<file path="src/rtl/gpio_pkg.sv">
// rtl/gpio_pkg.sv - register word offsets shared by the GPIO input port
package gpio_pkg;

  localparam int GPIO_DATA = 0;
  localparam int GPIO_RISE = 1;
  localparam int GPIO_FALL = 2;
  localparam int GPIO_MASK = 3;

endpackage

</file>
<file path="src/rtl/gpio_input_port_if.sv">
// rtl/gpio_input_port_if.sv - word-addressed register bus between core and GPIO input port
interface gpio_input_port_if #(
  parameter int DATA_WIDTH = 32,
  parameter int ADDR_WIDTH = 8
) ();

  logic [ADDR_WIDTH-1:0] addr;
  logic                  rd_en;
  logic                  wr_en;
  logic [DATA_WIDTH-1:0] wr_data;
  logic [DATA_WIDTH-1:0] rd_data;
  logic                  rd_valid;

  modport master (
    output addr, rd_en, wr_en, wr_data,
    input  rd_data, rd_valid
  );

  modport slave (
    input  addr, rd_en, wr_en, wr_data,
    output rd_data, rd_valid
  );

endinterface

</file>
<file path="src/rtl/gpio_debounce_bit.sv">
// rtl/gpio_debounce_bit.sv - two-stage synchroniser, debounce counter and edge pulses for one pin
module gpio_debounce_bit #(
  parameter int DEBOUNCE_CYCLES = 50000
) (
  input  logic clk,
  input  logic reset,
  input  logic pin_in,
  output logic level,
  output logic rise,
  output logic fall
);

  localparam int CW = $clog2(DEBOUNCE_CYCLES);
  localparam logic [CW-1:0] CNT_LAST = CW'(DEBOUNCE_CYCLES - 1);

  logic          sync1_q, sync1_d;
  logic          sync2_q, sync2_d;
  logic          level_q, level_d;
  logic [CW-1:0] cnt_q, cnt_d;
  logic          toggle;

  always_comb begin
    sync1_d = pin_in;
    sync2_d = sync1_q;
    level_d = level_q;
    cnt_d   = '0;
    toggle  = 1'b0;
    // Any sample that agrees with the accepted level restarts the stability count.
    if (sync2_q != level_q) begin
      if (cnt_q == CNT_LAST) begin
        toggle  = 1'b1;
        level_d = ~level_q;
      end else begin
        cnt_d = cnt_q + CW'(1);
      end
    end
  end

  always_ff @(posedge clk) begin
    if (!reset) begin
      sync1_q <= 1'b0;
      sync2_q <= 1'b0;
      level_q <= 1'b0;
      cnt_q   <= '0;
    end else begin
      sync1_q <= sync1_d;
      sync2_q <= sync2_d;
      level_q <= level_d;
      cnt_q   <= cnt_d;
    end
  end

  assign level = level_q;
  assign rise  = toggle & ~level_q;
  assign fall  = toggle & level_q;

endmodule

</file>
<file path="src/rtl/gpio_input_port.sv">
// rtl/gpio_input_port.sv - debounced GPIO inputs with sticky W1C edge flags, edge mask and irq
module gpio_input_port
  import gpio_pkg::*;
#(
  parameter int DATA_WIDTH      = 32,
  parameter int ADDR_WIDTH      = 8,
  parameter int GPIO_WIDTH      = 8,
  parameter int DEBOUNCE_CYCLES = 50000
) (
  input  logic                  clk,
  input  logic                  reset,
  input  logic [GPIO_WIDTH-1:0] gpio_in,
  gpio_input_port_if.slave      bus,
  output logic                  irq
);

  logic [GPIO_WIDTH-1:0] level, rise_p, fall_p;

  for (genvar i = 0; i < GPIO_WIDTH; i++) begin : g_bit
    gpio_debounce_bit #(
      .DEBOUNCE_CYCLES(DEBOUNCE_CYCLES)
    ) u_bit (
      .clk   (clk),
      .reset (reset),
      .pin_in(gpio_in[i]),
      .level (level[i]),
      .rise  (rise_p[i]),
      .fall  (fall_p[i])
    );
  end

  logic [GPIO_WIDTH-1:0] rise_q, rise_d;
  logic [GPIO_WIDTH-1:0] fall_q, fall_d;
  logic [GPIO_WIDTH-1:0] mask_q, mask_d;
  logic [DATA_WIDTH-1:0] rd_data_q, rd_data_d;
  logic                  rd_valid_q, rd_valid_d;
  logic                  irq_q, irq_d;
  logic [GPIO_WIDTH-1:0] wr_bits, rise_clr, fall_clr;

  always_comb begin
    wr_bits  = bus.wr_data[GPIO_WIDTH-1:0];
    rise_clr = '0;
    fall_clr = '0;
    mask_d   = mask_q;
    if (bus.wr_en) begin
      if (bus.addr == ADDR_WIDTH'(GPIO_RISE)) rise_clr = wr_bits;
      if (bus.addr == ADDR_WIDTH'(GPIO_FALL)) fall_clr = wr_bits;
      if (bus.addr == ADDR_WIDTH'(GPIO_MASK)) mask_d   = wr_bits;
    end
    // OR-ing the new pulse after the clear lets a fresh edge survive a same-cycle W1C.
    rise_d = (rise_q & ~rise_clr) | rise_p;
    fall_d = (fall_q & ~fall_clr) | fall_p;
    irq_d  = |((rise_q | fall_q) & mask_q);

    rd_valid_d = bus.rd_en;
    rd_data_d  = rd_data_q;
    if (bus.rd_en) begin
      case (bus.addr)
        ADDR_WIDTH'(GPIO_DATA): rd_data_d = DATA_WIDTH'(level);
        ADDR_WIDTH'(GPIO_RISE): rd_data_d = DATA_WIDTH'(rise_q);
        ADDR_WIDTH'(GPIO_FALL): rd_data_d = DATA_WIDTH'(fall_q);
        ADDR_WIDTH'(GPIO_MASK): rd_data_d = DATA_WIDTH'(mask_q);
        default:                rd_data_d = '0;
      endcase
    end
  end

  always_ff @(posedge clk) begin
    if (!reset) begin
      rise_q     <= '0;
      fall_q     <= '0;
      mask_q     <= '0;
      rd_data_q  <= '0;
      rd_valid_q <= 1'b0;
      irq_q      <= 1'b0;
    end else begin
      rise_q     <= rise_d;
      fall_q     <= fall_d;
      mask_q     <= mask_d;
      rd_data_q  <= rd_data_d;
      rd_valid_q <= rd_valid_d;
      irq_q      <= irq_d;
    end
  end

  assign bus.rd_data  = rd_data_q;
  assign bus.rd_valid = rd_valid_q;
  assign irq          = irq_q;

endmodule

</file>
<file path="src/flat_wrapper.sv">
// flat-port wrapper written by rule: the top's interface ports become plain ports
module gpio_input_port_flat import gpio_pkg::*;
#(
  parameter int DATA_WIDTH      = 32,
  parameter int ADDR_WIDTH      = 8,
  parameter int GPIO_WIDTH      = 8,
  parameter int DEBOUNCE_CYCLES = 50000
)
  (clk, reset, gpio_in, irq, bus_addr, bus_rd_en, bus_wr_en, bus_wr_data, bus_rd_data, bus_rd_valid);
  gpio_input_port_if #(.DATA_WIDTH(DATA_WIDTH), .ADDR_WIDTH(ADDR_WIDTH)) bus_i ();
  input  logic clk;
  input  logic reset;
  input  logic [GPIO_WIDTH-1:0] gpio_in;
  output logic irq;
  input wire logic [$bits(bus_i.addr)-1:0] bus_addr;
  input wire logic [$bits(bus_i.rd_en)-1:0] bus_rd_en;
  input wire logic [$bits(bus_i.wr_en)-1:0] bus_wr_en;
  input wire logic [$bits(bus_i.wr_data)-1:0] bus_wr_data;
  output wire logic [$bits(bus_i.rd_data)-1:0] bus_rd_data;
  output wire logic [$bits(bus_i.rd_valid)-1:0] bus_rd_valid;
  assign bus_i.addr = bus_addr;
  assign bus_i.rd_en = bus_rd_en;
  assign bus_i.wr_en = bus_wr_en;
  assign bus_i.wr_data = bus_wr_data;
  assign bus_rd_data = bus_i.rd_data;
  assign bus_rd_valid = bus_i.rd_valid;
  gpio_input_port #(.DATA_WIDTH(DATA_WIDTH), .ADDR_WIDTH(ADDR_WIDTH), .GPIO_WIDTH(GPIO_WIDTH), .DEBOUNCE_CYCLES(DEBOUNCE_CYCLES)) u_core (.clk(clk), .reset(reset), .gpio_in(gpio_in), .bus(bus_i), .irq(irq));
endmodule
</file>
<file path="config.mk">
export PLATFORM = sky130hd
export DESIGN_NAME = gpio_input_port_flat
export DESIGN_NICKNAME = d
export VERILOG_FILES = /design/src/rtl/gpio_pkg.sv /design/src/rtl/gpio_input_port_if.sv /design/src/rtl/gpio_debounce_bit.sv /design/src/rtl/gpio_input_port.sv /design/src/flat_wrapper.sv
export SDC_FILE = /design/constraint.sdc
export NUM_CORES = 1
export LEC_CHECK = 0
export BUFFER_PORTS_ARGS = -buffer_cell sky130_fd_sc_hd__buf_2
export CAP_MARGIN = 40
export CORE_MARGIN = 2
export CORE_UTILIZATION = 30
export DETAILED_ROUTE_END_ITERATION = 10
export PLACE_DENSITY = 0.47
export SKIP_LAST_GASP = 1
export SYNTH_ARGS = -nofsm -noshare
export SYNTH_HDL_FRONTEND = slang
export SYNTH_HIERARCHICAL = 1
export SYNTH_SLANG_ARGS = --single-unit
</file>
<file path="constraint.sdc">
create_clock -name clk -period 1.9 [get_ports clk]
set_input_delay 0.095 -clock clk [delete_from_list [all_inputs] [get_ports clk]]
set_output_delay 0.095 -clock clk [all_outputs]
set_load 0.005 [all_outputs]
</file>
== Word level (Yosys, flattened, before mapping) ==
Cells that the tools add are included.

* Bits in registers: 210
* Latch bits: 0
* Logic and storage cells: 146
* Bits in read-only memories: 0
* Memories kept: 0
* Bits in writable memories: 0
* Bits of input ports: 52

* Add/sub/neg operators: 8
* Multiplexer cells: 21
* Reduce and logical (&&, ||, !) cells: 19
* Shifts and indexed selects: 0
* Eq/ne operators: 19
* $mul: 0
* Divide/modulo/power cells: 0
* Order comparisons: 0
* Bitwise operators: 41

{| class="wikitable"
|+ Operators by type and width
! operator !! count
|-
| $add 16x1->16 const B || 8
|-
| $eq 16x16->1 const B || 8
|-
| $mux 8 || 4
|-
| $pmux 8 s4 || 1
|-
| $and 8x8->8 || 3
|-
| $or 8x8->8 || 3
|-
| $reduce_or 3->1 || 8
|-
| $reduce_and 2->1 || 9
|-
| $not 1->1 || 17
|-
| $and 1x1->1 || 16
|-
| $eq 8x2->1 const B || 2
|-
| $mux 1 || 16
|-
| $not 8->8 || 2
|-
| $eq 8x1->1 const B || 1
|-
| $logic_not 8->1 || 1
|-
| $ne 1x1->1 || 8
|-
| $reduce_or 8->1 || 1
|}

== Logic depth before layout (Yosys ltp) ==
Gate-level depths: netlist of the first run.

* Depth after elaboration: 6
* Gate-level depth with buffers: 6
* Depth with buffers taken out: 6

== Modules after synthesis ==
Netlist of the first run, hierarchy kept.

{| class="wikitable"
|+ Modules (own cells, without submodules)
! module !! area each (µm²) !! cells each !! sequential area each (µm²) !! instances
|-
| gpio_debounce_bit || 889.6 || 89 || 380.4 || 8
|-
| gpio_input_port || 1729.2 || 175 || 680.7 || 1
|}

== Least setup slack after synthesis of the first run ==
Ideal clock, no wire load.

* Path kind: input port to flip-flop
* From: input port bus_addr[5]
* To: register u_core.mask_q[0]
* Buffers on the path: 1
* Stages on the path: 4
* Setup slack: 0.336 ns
* Data arrival time: 1.492 ns
* Required time: 1.828 ns
* Path through: or4_4 > buf_6 > nor4_4 > mux2i_1

* Word-level cells in the longest chain between the ends: 2

{| class="wikitable"
|+ Ends and longest elaborated chain
! element !! RTL line !! source
|-
| start: declaration || flat_wrapper.sv:15 || <nowiki>input wire logic [$bits(bus_i.addr)-1:0] bus_addr;</nowiki>
|-
| $eq 8x2->1 || gpio_input_port.sv:48 || <nowiki>if (bus.addr == ADDR_WIDTH'(GPIO_MASK)) mask_d = wr_bits;</nowiki>
|-
| $reduce_and 2->1 (no line) || n/a ||
|-
| end signal: assignment || gpio_input_port.sv:79 || <nowiki>mask_q <= mask_d;</nowiki>
|-
| end: declaration || gpio_input_port.sv:34 || <nowiki>logic [GPIO_WIDTH-1:0] mask_q, mask_d;</nowiki>
|}

Every way passes these cells.
A chain may end at the register's enable or synchronous reset.

== Worst setup path in the final report of the first run ==
* From: register u_core.g_bit[5].u_bit.cnt_q[0]
* To: register u_core.rise_q[5]

* Word-level cells in the longest chain between the ends: 5

{| class="wikitable"
|+ Ends and longest elaborated chain
! element !! RTL line !! source
|-
| start: declaration || gpio_debounce_bit.sv:19 || <nowiki>logic [CW-1:0] cnt_q, cnt_d;</nowiki>
|-
| start signal: assignment || gpio_debounce_bit.sv:49 || <nowiki>cnt_q <= cnt_d;</nowiki>
|-
| $eq 16x16->1 || gpio_debounce_bit.sv:30 || <nowiki>if (cnt_q == CNT_LAST) begin</nowiki>
|-
| $mux 1 || gpio_debounce_bit.sv:30 ||
|-
| $mux 1 || gpio_debounce_bit.sv:29 || <nowiki>if (sync2_q != level_q) begin</nowiki>
|-
| $and 1x1->1 || gpio_debounce_bit.sv:54 || <nowiki>assign rise = toggle & ~level_q;</nowiki>
|-
| net u_core.rise_p[5] || gpio_input_port.sv:17 || <nowiki>logic [GPIO_WIDTH-1:0] level, rise_p, fall_p;</nowiki>
|-
| $or 8x8->8 || gpio_input_port.sv:51 || <nowiki>rise_d = (rise_q & ~rise_clr) | rise_p;</nowiki>
|-
| end signal: assignment || gpio_input_port.sv:77 || <nowiki>rise_q <= rise_d;</nowiki>
|-
| end: declaration || gpio_input_port.sv:32 || <nowiki>logic [GPIO_WIDTH-1:0] rise_q, rise_d;</nowiki>
|}

The timed path passes the listed nets, and every way through them passes these cells.

==> run_results.csv, run 1 <==
group,metric,value,unit
outcome,status,"finished, final reports clean",
power,power.internal,0.00612,W
logic_synthesis,ys_seq_area_share,42.1,%
critical_path,crit_start,"u_core/g_bit[5].u_bit/cnt_q[0]",
timing,drv_slew,0,
clock_tree,post-cts-setup-buffers,0,
timing,finalClockSkew,0.0173,ns
floorplan,dieArea,30900,µm²
worst_hold_path,hold_start,"reset",
floorplan,num_io_pins,86,
power,p_leak,3.41,nW
logic_synthesis,avgSynthCellArea,9.97,µm²
floorplan,num_rows,62,
logic_synthesis,synth-seq-cells,186,
layout,final_common_cell,"dfxtp_1",
place,io_buffers,37,
detailed_routing,routed_wl,17200,µm
floorplan,fp.dieW,176,µm
global_route,grt-ovfl-total,0,
clock_tree,cts_inserted_buffers,17,
clock_tree,clock_latency,0.43,ns
logic_synthesis,async_reset_ff_share,0,%
layout,stdcell_count,1349,
critical_path,critPathArrivalTime,2.04,ns
timing,finalCriticalPeriod,1.68,ns
detailed_routing,dr_total_vias,6132,
detailed_routing,viasPerCell,4.55,
place,gp_congestion,0.745,
place,dpl.cell_count,1300,
global_route,grt_usage,11.8,%
power,power_frac_comb,2.8,%
critical_path,end_kind,"register",
layout,layout-drive-gt1-share,18.4,%
detailed_routing,wl_per_cell,12.7,µm
floorplan,die_y,176,µm
power,power_density,767,nW/µm²
logic_synthesis,synth_edf_count,0,
global_route,grt_pass1_vias,5961,
layout,fill_cells,3018,
worst_hold_path,hold_path_class,"in2reg",
power,peakVddDrop,0.000521,V
global_route,antenna_found_initial,0,
clock_tree,root_buffer,"clkbuf_16",
flow_run,cap_viol_max_count,0,
timing,final.setup.tns,0,ns
logic_synthesis,synthFlopType,"dfxtp_1",
critical_path,start_kind,"register",
global_route,grt_max_degree,51,
detailed_routing,drc,0,
detailed_routing,dr.pass1.iters,4,
clock_tree,clk_path_buf_depth,2,
logic_synthesis,syn_inst,887,
timing,finalHoldViolCount,0,
power,switching_share,21.6,%
layout,final_util,35.3,%
clock_tree,htree_levels,4,
critical_path,critPathKind,"reg2reg",
logic_synthesis,synth_cell_type_count,38,
power,sequentialPowerShare,50.3,%
timing,setup_violations,0,
detailed_routing,first_iter_violations,299,
layout,nets,1012,
timing,fmax,0.596,GHz
power,pwr-share-clk,46.9,%
layout,num_antenna_cells,0,
clock_tree,clock_sinks,186,
timing,rsz0062_at_grt,"no",
logic_synthesis,synth_area,8850,µm²
layout,synthToLayoutAreaGrowth,15.1,%
critical_path,path_max_fanout,4,
place,post-dp-hpwl,11900,µm
global_route,grt_pass1_wl,29800,µm
timing,whs,0.0477,ns
layout,final_cell_mix,"186 x dfxtp_1, 112 x nor2_1, 80 x xnor2_1",
critical_path,r2r-start,"u_core/g_bit[5].u_bit/cnt_q[0]",
detailed_routing,antenna_left,0,
floorplan,initial_core_util,30.7,%
power,p_total,0.00781,W
timing,fin_crit_sh,88.4,%
clock_tree,tritoncts,"yes",
power,p_switching,0.00169,W
clock_tree,clkTransAtPathRegs,0.07,ns
critical_path,cp.required,2.26,ns
logic_synthesis,yosysWarnings,6,
floorplan,coreArea,28900,µm²
final timing paths:
kind,to,slack [ns],cells past startpoint
min,u_core/g_bit[7].u_bit/sync1_q,0.05,2
max,u_core/rise_q[5],0.22,6
min reg2reg,u_core/g_bit[4].u_bit/sync2_q,0.43,1
max reg2reg,u_core/rise_q[5],0.22,6
flip-flops by register name, summed over array words and instances, names as in the netlist:
name                        count
u_core/mask_q                   8
u_core/bus.rd_valid             1
u_core/fall_q                   8
u_core/bus.rd_data              8
u_core/g_bit.u_bit/sync2_q      8
u_core/irq                      1
u_core/g_bit.u_bit/level        8
u_core/rise_q                   8
u_core/g_bit.u_bit/sync1_q      8
u_core/g_bit.u_bit/cnt_q      128
through the flow:
stage / area, µm² / worst slack [ns]
floorplan: 8930 / 0.336
global placement: 9400 / 0.247
detailed placement: 9400 / 0.227
CTS: 10200 / 0.210
global route: 10200 / 0.00222
finish: 10200 / 0.221
per-layer routing:
layer / share of wire [%] / GRT usage, % / vias up
met5: 0 / 0 / -
met2: 45 / 18.4 / 55
li1: - / - / 3204
met4: 1.3 / 4.27 / 0
met1: 51 / 16.0 / 2861
met3: 2.3 / 2.79 / 12
power groups by stage:
stage / registers (W) / clock network (W) / logic (W)
after detailed placement: 0.00402 / 0 / 0.000191
after floorplan: 0.00402 / 0 / 0.000141
after global routing: 0.00393 / 0.00399 / 0.000241
after CTS: 0.00393 / 0.00381 / 0.000221
after global placement: 0.00402 / 0 / 0.000191
final: 0.00393 / 0.00367 / 0.000216
cell families (layout without fill, tap and decap cells):
family	count (synthesis)	count (layout)	share of synthesized area, %
compound gates	49	49	3.48
xor+xnor	120	120	11.9
flops	186	186	42.1
buf+inv	80	135	4.85
mux	24	24	3.85
fa+ha+maj	8	8	1.13
simple gates	419	419	32.7
other cells	1	24	0.0424
critical path, stage by stage (launching register included):
cell and delay (ns):
dfxtp_1 0.38, ha_1 0.23, and3_1 0.22, nand4_2 0.18
nor3b_1 0.34, o21ai_0 0.12, a31oi_1 0.14
area by class of cell:
| type | instances | area, µm² | area share (%) |
|---|---|---|---|
| Multi-Input combinational cell | 644 | 4780 | 47.0 |
| Tap cell | 384 | 480 | 4.72 |
| Clock inverter | 13 | 168 | 1.65 |
| Timing Repair Buffer | 62 | 430 | 4.23 |
| Sequential cell | 186 | 3720 | 36.6 |
| Inverter | 41 | 154 | 1.51 |
| Clock buffer | 19 | 443 | 4.35 |
Yosys cell counts, types with 16 or more instances:
cell type,n,area [µm²]
a31oi_1,16,100
and2_1,17,106
and3_1,16,100
buf_4,32,240
dfxtp_1,186,3720
inv_1,41,154
mux2i_1,16,160
nand2_1,48,180
nand3_1,25,125
nand4_1,34,213
nor2_1,112,420
nor2_2,16,100
nor3_1,32,160
nor3b_1,16,120
nor4_2,32,400
o21ai_0,24,120
xnor2_1,80,701
xor2_1,40,350
what timing repair did:
action                     in CTS  in global routing
hold endpoints to repair       33                  0
hold buffers                   17                  0
setup endpoints to repair       0                  1
resized for setup               0                  1
Power figures use the tool's default switching activity.
==> run 2: changes to the inputs <==
CTS_BUF_LIST = sky130_fd_sc_hd__clkbuf_4 sky130_fd_sc_hd__clkbuf_8   (was default)
==> run 2 against run 1 <==
Net effect: cell area down 1.5%; total power shrank 11%; wire length down 0.17%; die area unchanged; non-clock buffer count rose by 2; sequential power about the same; clock-buffer cell count unchanged; setup slack worse by 0.019 ns; final cell count grew 0.15%; largest power group unchanged; highest routed layer unchanged.
==> run_results.csv, run 2 (synthesized netlist as in run 1, its figures left out) <==
group,metric,value,unit
critical_path,cpMaxStageDelayCell,"dfxtp_1",
place,gp_congestion,0.745,
timing,finalHoldViolCount,0,
clock_tree,clkTransAtPathRegs,0.09,ns
place,place_ws,0.227,ns
timing,finalClockSkew,0.0118,ns
floorplan,coreArea,28900,µm²
layout,nets,1014,
clock_tree,clk_path_buf_depth,2,
detailed_routing,dr.pass1.iters,4,
outcome,status,"finished, final reports clean",
critical_path,critPathTopFamily,"simple AND/OR/NAND/NOR gates",
critical_path,r2r_slack,0.20,ns
timing,worst_slack,0.202,ns
detailed_routing,wl_per_cell,12.7,µm
critical_path,worstPathBufferInverterCount,0,
floorplan,fp.dieW,176,µm
layout,synthToLayoutAreaGrowth,13.3,%
layout,num_antenna_cells,0,
critical_path,cp.depth,6,
clock_tree,tritoncts,"yes",
global_route,grt-ovfl-total,0,
critical_path,cp-endpoint,"u_core/fall_q[0]",
power,power_density,694,nW/µm²
critical_path,critPathArrivalTime,2.08,ns
critical_path,crit_start,"u_core/g_bit[0].u_bit/cnt_q[0]",
floorplan,die_y,176,µm
global_route,antenna_found_initial,0,
layout,final_common_cell,"dfxtp_1",
critical_path,end_kind,"register",
clock_tree,clock_sinks,186,
place,placed_area,9400,µm²
floorplan,num_rows,62,
clock_tree,post-cts-setup-buffers,0,
global_route,grt_pass1_wl,29700,µm
critical_path,critPathKind,"reg2reg",
critical_path,cp.required,2.28,ns
clock_tree,root_buffer,"clkbuf_8",
critical_path,r2r-start,"u_core/g_bit[0].u_bit/cnt_q[0]",
detailed_routing,routed_wl,17100,µm
layout,largest_reg_flops,128,
global_route,grt_max_degree,51,
critical_path,path_max_fanout,4,
detailed_routing,dr_total_vias,6103,
detailed_routing,first_iter_violations,287,
power,peakVddDrop,0.000336,V
timing,drv_slew,0,
floorplan,initial_core_util,30.7,%
timing,final.setup.tns,0,ns
critical_path,r2r_end,"u_core/fall_q[0]",
place,io_buffers,37,
place,post-dp-hpwl,11900,µm
floorplan,num_io_pins,86,
layout,final_cell_area,10000,µm²
flow_run,cap_viol_max_count,0,
power,p_leak,3.34,nW
timing,fmax,0.589,GHz
critical_path,start_kind,"register",
detailed_routing,antenna_left,0,
clock_tree,cts_inserted_buffers,17,
timing,finalCriticalPeriod,1.70,ns
floorplan,dieArea,30900,µm²
critical_path,crit_chain,"ha_1 > and3_1 > nand4_2 > nor3b_1 > o21ai_0 > a31oi_1",
clock_tree,clock_latency,0.46,ns
timing,fin_crit_sh,89.4,%
timing,setup_violations,0,
layout,layout-drive-gt1-share,18.7,%
critical_path,max_stage_delay,0.39,ns
detailed_routing,drc,0,
layout,top_register,"u_core/g_bit.u_bit/cnt_q",
layout,final_cell_mix,"186 x dfxtp_1, 112 x nor2_1, 80 x xnor2_1",
power,p_total,0.00695,W
timing,whs,0.247,ns
critical_path,r2r_cells,6,
timing,rsz0062_at_grt,"no",
clock_tree,htree_levels,4,
detailed_routing,viasPerCell,4.52,
worst_hold_path,hold_path_class,"in2reg",
global_route,grt_usage,11.7,%
global_route,grt_pass1_vias,5925,
run 2: cell types whose count changed in the layout (fill, tap and decap cells not counted), sizes merged:
cell         before  now
dlygate4sd3      17   19
run 2: timing repair:
item	CTS	global route
setup endpoints to repair	0	3
hold buffers	19	0
endpoints found under the hold margin	34	0
resized for setup	0	3
run 2: how the worst min path moves through the flow:
stage	start	to	slack [ns]	depth (start not counted)
detailed placement	gpio_in[5]	u_core/g_bit[5].u_bit/sync1_q	0.31	2
finish	bus_addr[1]	u_core/bus.rd_data[7]	0.25	3
global placement	gpio_in[5]	u_core/g_bit[5].u_bit/sync1_q	0.31	2
global route	bus_addr[1]	u_core/bus.rd_data[5]	0.22	3
CTS	bus_addr[1]	u_core/bus.rd_data[5]	0.22	3
floorplan	bus_wr_data[3]	u_core/fall_q[3]	0.20	1
run 2: worst register-to-register path, stage by stage, from the launching register on:
cell	delay [ns]
dfxtp_1	0.39
ha_1	0.23
and3_1	0.23
nand4_2	0.19
nor3b_1	0.34
o21ai_0	0.12
a31oi_1	0.14
run 2: through the flow:
stage | util, % | std cells
floorplan | - | 910
global placement | 32.6 | 1300
detailed placement | 32.6 | 1300
CTS | 34.7 | 1351
global route | 34.7 | 1351
finish | 34.7 | 1351
run 2: power breakdown:
part / switching (W) / internal [W]
sequential: 0.0000137 / 0.00392
clock: 0.00144 / 0.00136
combinational: 0.000128 / 0.0000907
run 2: area by class of cell:
class | count | area (µm²)
Multi-Input combinational cell | 644 | 4790
Tap cell | 384 | 480
Clock buffer | 19 | 255
Fill cell | 3034 | 18800
Inverter | 41 | 154
Timing Repair Buffer | 64 | 450
Sequential cell | 186 | 3720
Clock inverter | 13 | 168
run 2: per-layer routing:
layer | global-route usage [%] | wire length, µm | vias up | share of wire, %
li1 | - | - | 3204 | -
met5 | 0 | 0 | - | 0
met1 | 16.0 | 8810 | 2828 | 51
met2 | 18.4 | 7680 | 63 | 45
met3 | 2.86 | 496 | 8 | 2.9
met4 | 3.00 | 151 | 0 | 0.88
==> run 3: changes to the inputs <==
BUFFER_PORTS_ARGS = default   (was -buffer_cell sky130_fd_sc_hd__buf_2)
DONT_BUFFER_PORTS = 1   (was default)
PLACE_DENSITY = 0.45   (was 0.47)
==> run 3 against run 2 <==
Net effect: die area did not move; wire length rose by 3.9%; highest routed layer unchanged; via count fell by 0.82%; total power fell by 2.2%; final cell count fell by 2.2%; sequential power barely moved; sequential cell count did not move; non-clock buffer count fell by 31; utilization fell by 0.57 points; worst hold slack got worse by 0.17 ns; first-iteration DRC count rose by 4.2%.
==> run_results.csv, run 3 (synthesized netlist as in run 1, its figures left out) <==
group,metric,value,unit
outcome,status,"finished, final reports clean",
place,post-dp-hpwl,11900,µm
clock_tree,cts_inserted_buffers,17,
timing,rsz0062_at_grt,"yes",
critical_path,critPathKind,"in2reg",
detailed_routing,viasPerCell,4.58,
global_route,grt_pass1_vias,5841,
critical_path,max_stage_delay,0.86,ns
power,power_frac_comb,2.8,%
clock_tree,htree_levels,4,
detailed_routing,antenna_left,0,
layout,nets,983,
floorplan,num_rows,62,
place,placed_area,9210,µm²
clock_tree,post-cts-setup-buffers,0,
timing,finalHoldViolCount,0,
floorplan,initial_core_util,30.7,%
place,io_buffers,0,
timing,tightest_slew,0.551,ns
place,place_ws,0.251,ns
layout,largest_reg_flops,128,
detailed_routing,dr_total_vias,6053,
critical_path,worstPathBufferInverterCount,2,
layout,layout-drive-gt1-share,15.4,%
power,peakVddDrop,0.000419,V
clock_tree,clk_path_buf_depth,2,
detailed_routing,dr.pass1.iters,4,
layout,final_cell_area,9860,µm²
critical_path,crit_chain,"dlygate4sd3_1 > mux4_2 > dlygate4sd3_1 > a32o_1",
clock_tree,root_buffer,"clkbuf_8",
detailed_routing,drc,0,
layout,synthToLayoutAreaGrowth,11.5,%
timing,drv_slew,0,
detailed_routing,first_iter_violations,299,
layout,final_common_cell,"dfxtp_1",
timing,setup_violations,0,
layout,final_cell_mix,"186 x dfxtp_1, 112 x nor2_1, 80 x xnor2_1",
clock_tree,clkTransAtPathRegs,0.10,ns
timing,finalCriticalPeriod,1.75,ns
critical_path,end_kind,"register",
flow_run,cap_viol_max_count,0,
critical_path,crit_top_cell,"dlygate4sd3_1",
place,gp_congestion,0.716,
power,power_density,689,nW/µm²
worst_hold_path,hold_path_class,"in2reg",
floorplan,dieArea,30900,µm²
critical_path,start_kind,"primary input",
clock_tree,tritoncts,"yes",
floorplan,num_io_pins,86,
global_route,grt_pass1_wl,30300,µm
timing,slew_headroom,63.1,%
critical_path,cpMaxStageDelayCell,"dlygate4sd3_1",
critical_path,critPathArrivalTime,2.10,ns
power,sequentialPowerShare,57.8,%
floorplan,die_y,176,µm
power,p_total,0.00680,W
timing,worst_slack,0.149,ns
global_route,grt-ovfl-total,0,
detailed_routing,routed_wl,17800,µm
clock_tree,clock_latency,0.46,ns
detailed_routing,wl_per_cell,13.5,µm
floorplan,fp.dieW,176,µm
global_route,grt_max_degree,83,
power,p_switching,0.00160,W
layout,top_register,"u_core/g_bit.u_bit/cnt_q",
power,switching_share,23.5,%
power,power.internal,0.00520,W
power,p_leak,3.20,nW
global_route,grt_usage,12.1,%
critical_path,path_max_fanout,8,
timing,fmax,0.571,GHz
timing,fin_crit_sh,92.2,%
critical_path,cp.required,2.25,ns
global_route,antenna_found_initial,1,
floorplan,coreArea,28900,µm²
critical_path,critPathTopFamily,"buffers and inverters",
power,pwr-share-clk,39.4,%
timing,finalClockSkew,0.0149,ns
clock_tree,clock_sinks,186,
run 3: cell count changes in the layout (fill, tap and decap cells not counted), moves of 2 or more:
| cell | delta |
|---|---|
| dlygate4sd3_1 | +4 |
| nor3b_2 | -2 |
| buf_2 | -36 |
| nor3b_1 | +2 |
run 3: power groups by stage:
stage,registers [W],logic (W),clock network (W)
floorplan,0.00402,0.000141,0
global placement,0.00402,0.0000973,0
detailed placement,0.00402,0.0000979,0
CTS,0.00393,0.000194,0.00280
global route,0.00394,0.000212,0.00295
finish,0.00393,0.000189,0.00268
run 3: cell type report:
type	instances	area [µm²]
antenna	1	2.50
clock inverter	13	143
multi-input combinational	644	4780
inverter	41	154
timing repair buffer	33	325
tap	384	480
sequential	186	3720
fill	2949	19000
clock buffer	19	249
run 3: layer usage:
layer	GRT usage [%]	part of all wire [%]
met5	0	0
met4	3.51	1.0
met2	19.5	45
met3	2.92	3.7
met1	16.1	50
run 3: repair_timing:
item | CTS | global route
gates resized for setup | 0 | 1
endpoints found under the hold margin | 186 | 0
endpoints found under the setup margin | 0 | 1
hold buffers | 24 | 0
run 3: per-stage QoR:
| stage | hold WS, ns | TNS [ns] | util, % | instances |
|---|---|---|---|---|
| final | 0.0720 | 0 | 34.2 | 1321 |
| after global routing | 0.0516 | -0.0119 | 34.2 | 1321 |
| after CTS | 0.0482 | 0 | 34.1 | 1320 |
| after detailed placement | 0.200 | 0 | 31.9 | 1264 |
| after global placement | 0.197 | 0 | 31.9 | 1264 |
| after floorplan | 0.196 | 0 | - | 910 |
run 3: final timing paths:
kind / start / end / slack (ns) / cells past startpoint
hold reg to reg: u_core/g_bit[7].u_bit/sync1_q / u_core/g_bit[7].u_bit/sync2_q / 0.44 / 1
hold / removal: reset / u_core/g_bit[4].u_bit/level / 0.07 / 2
setup / recovery: bus_addr[1] / u_core/bus.rd_data[4] / 0.15 / 4
setup reg to reg: u_core/g_bit[4].u_bit/level / u_core/bus.rd_data[4] / 0.20 / 3
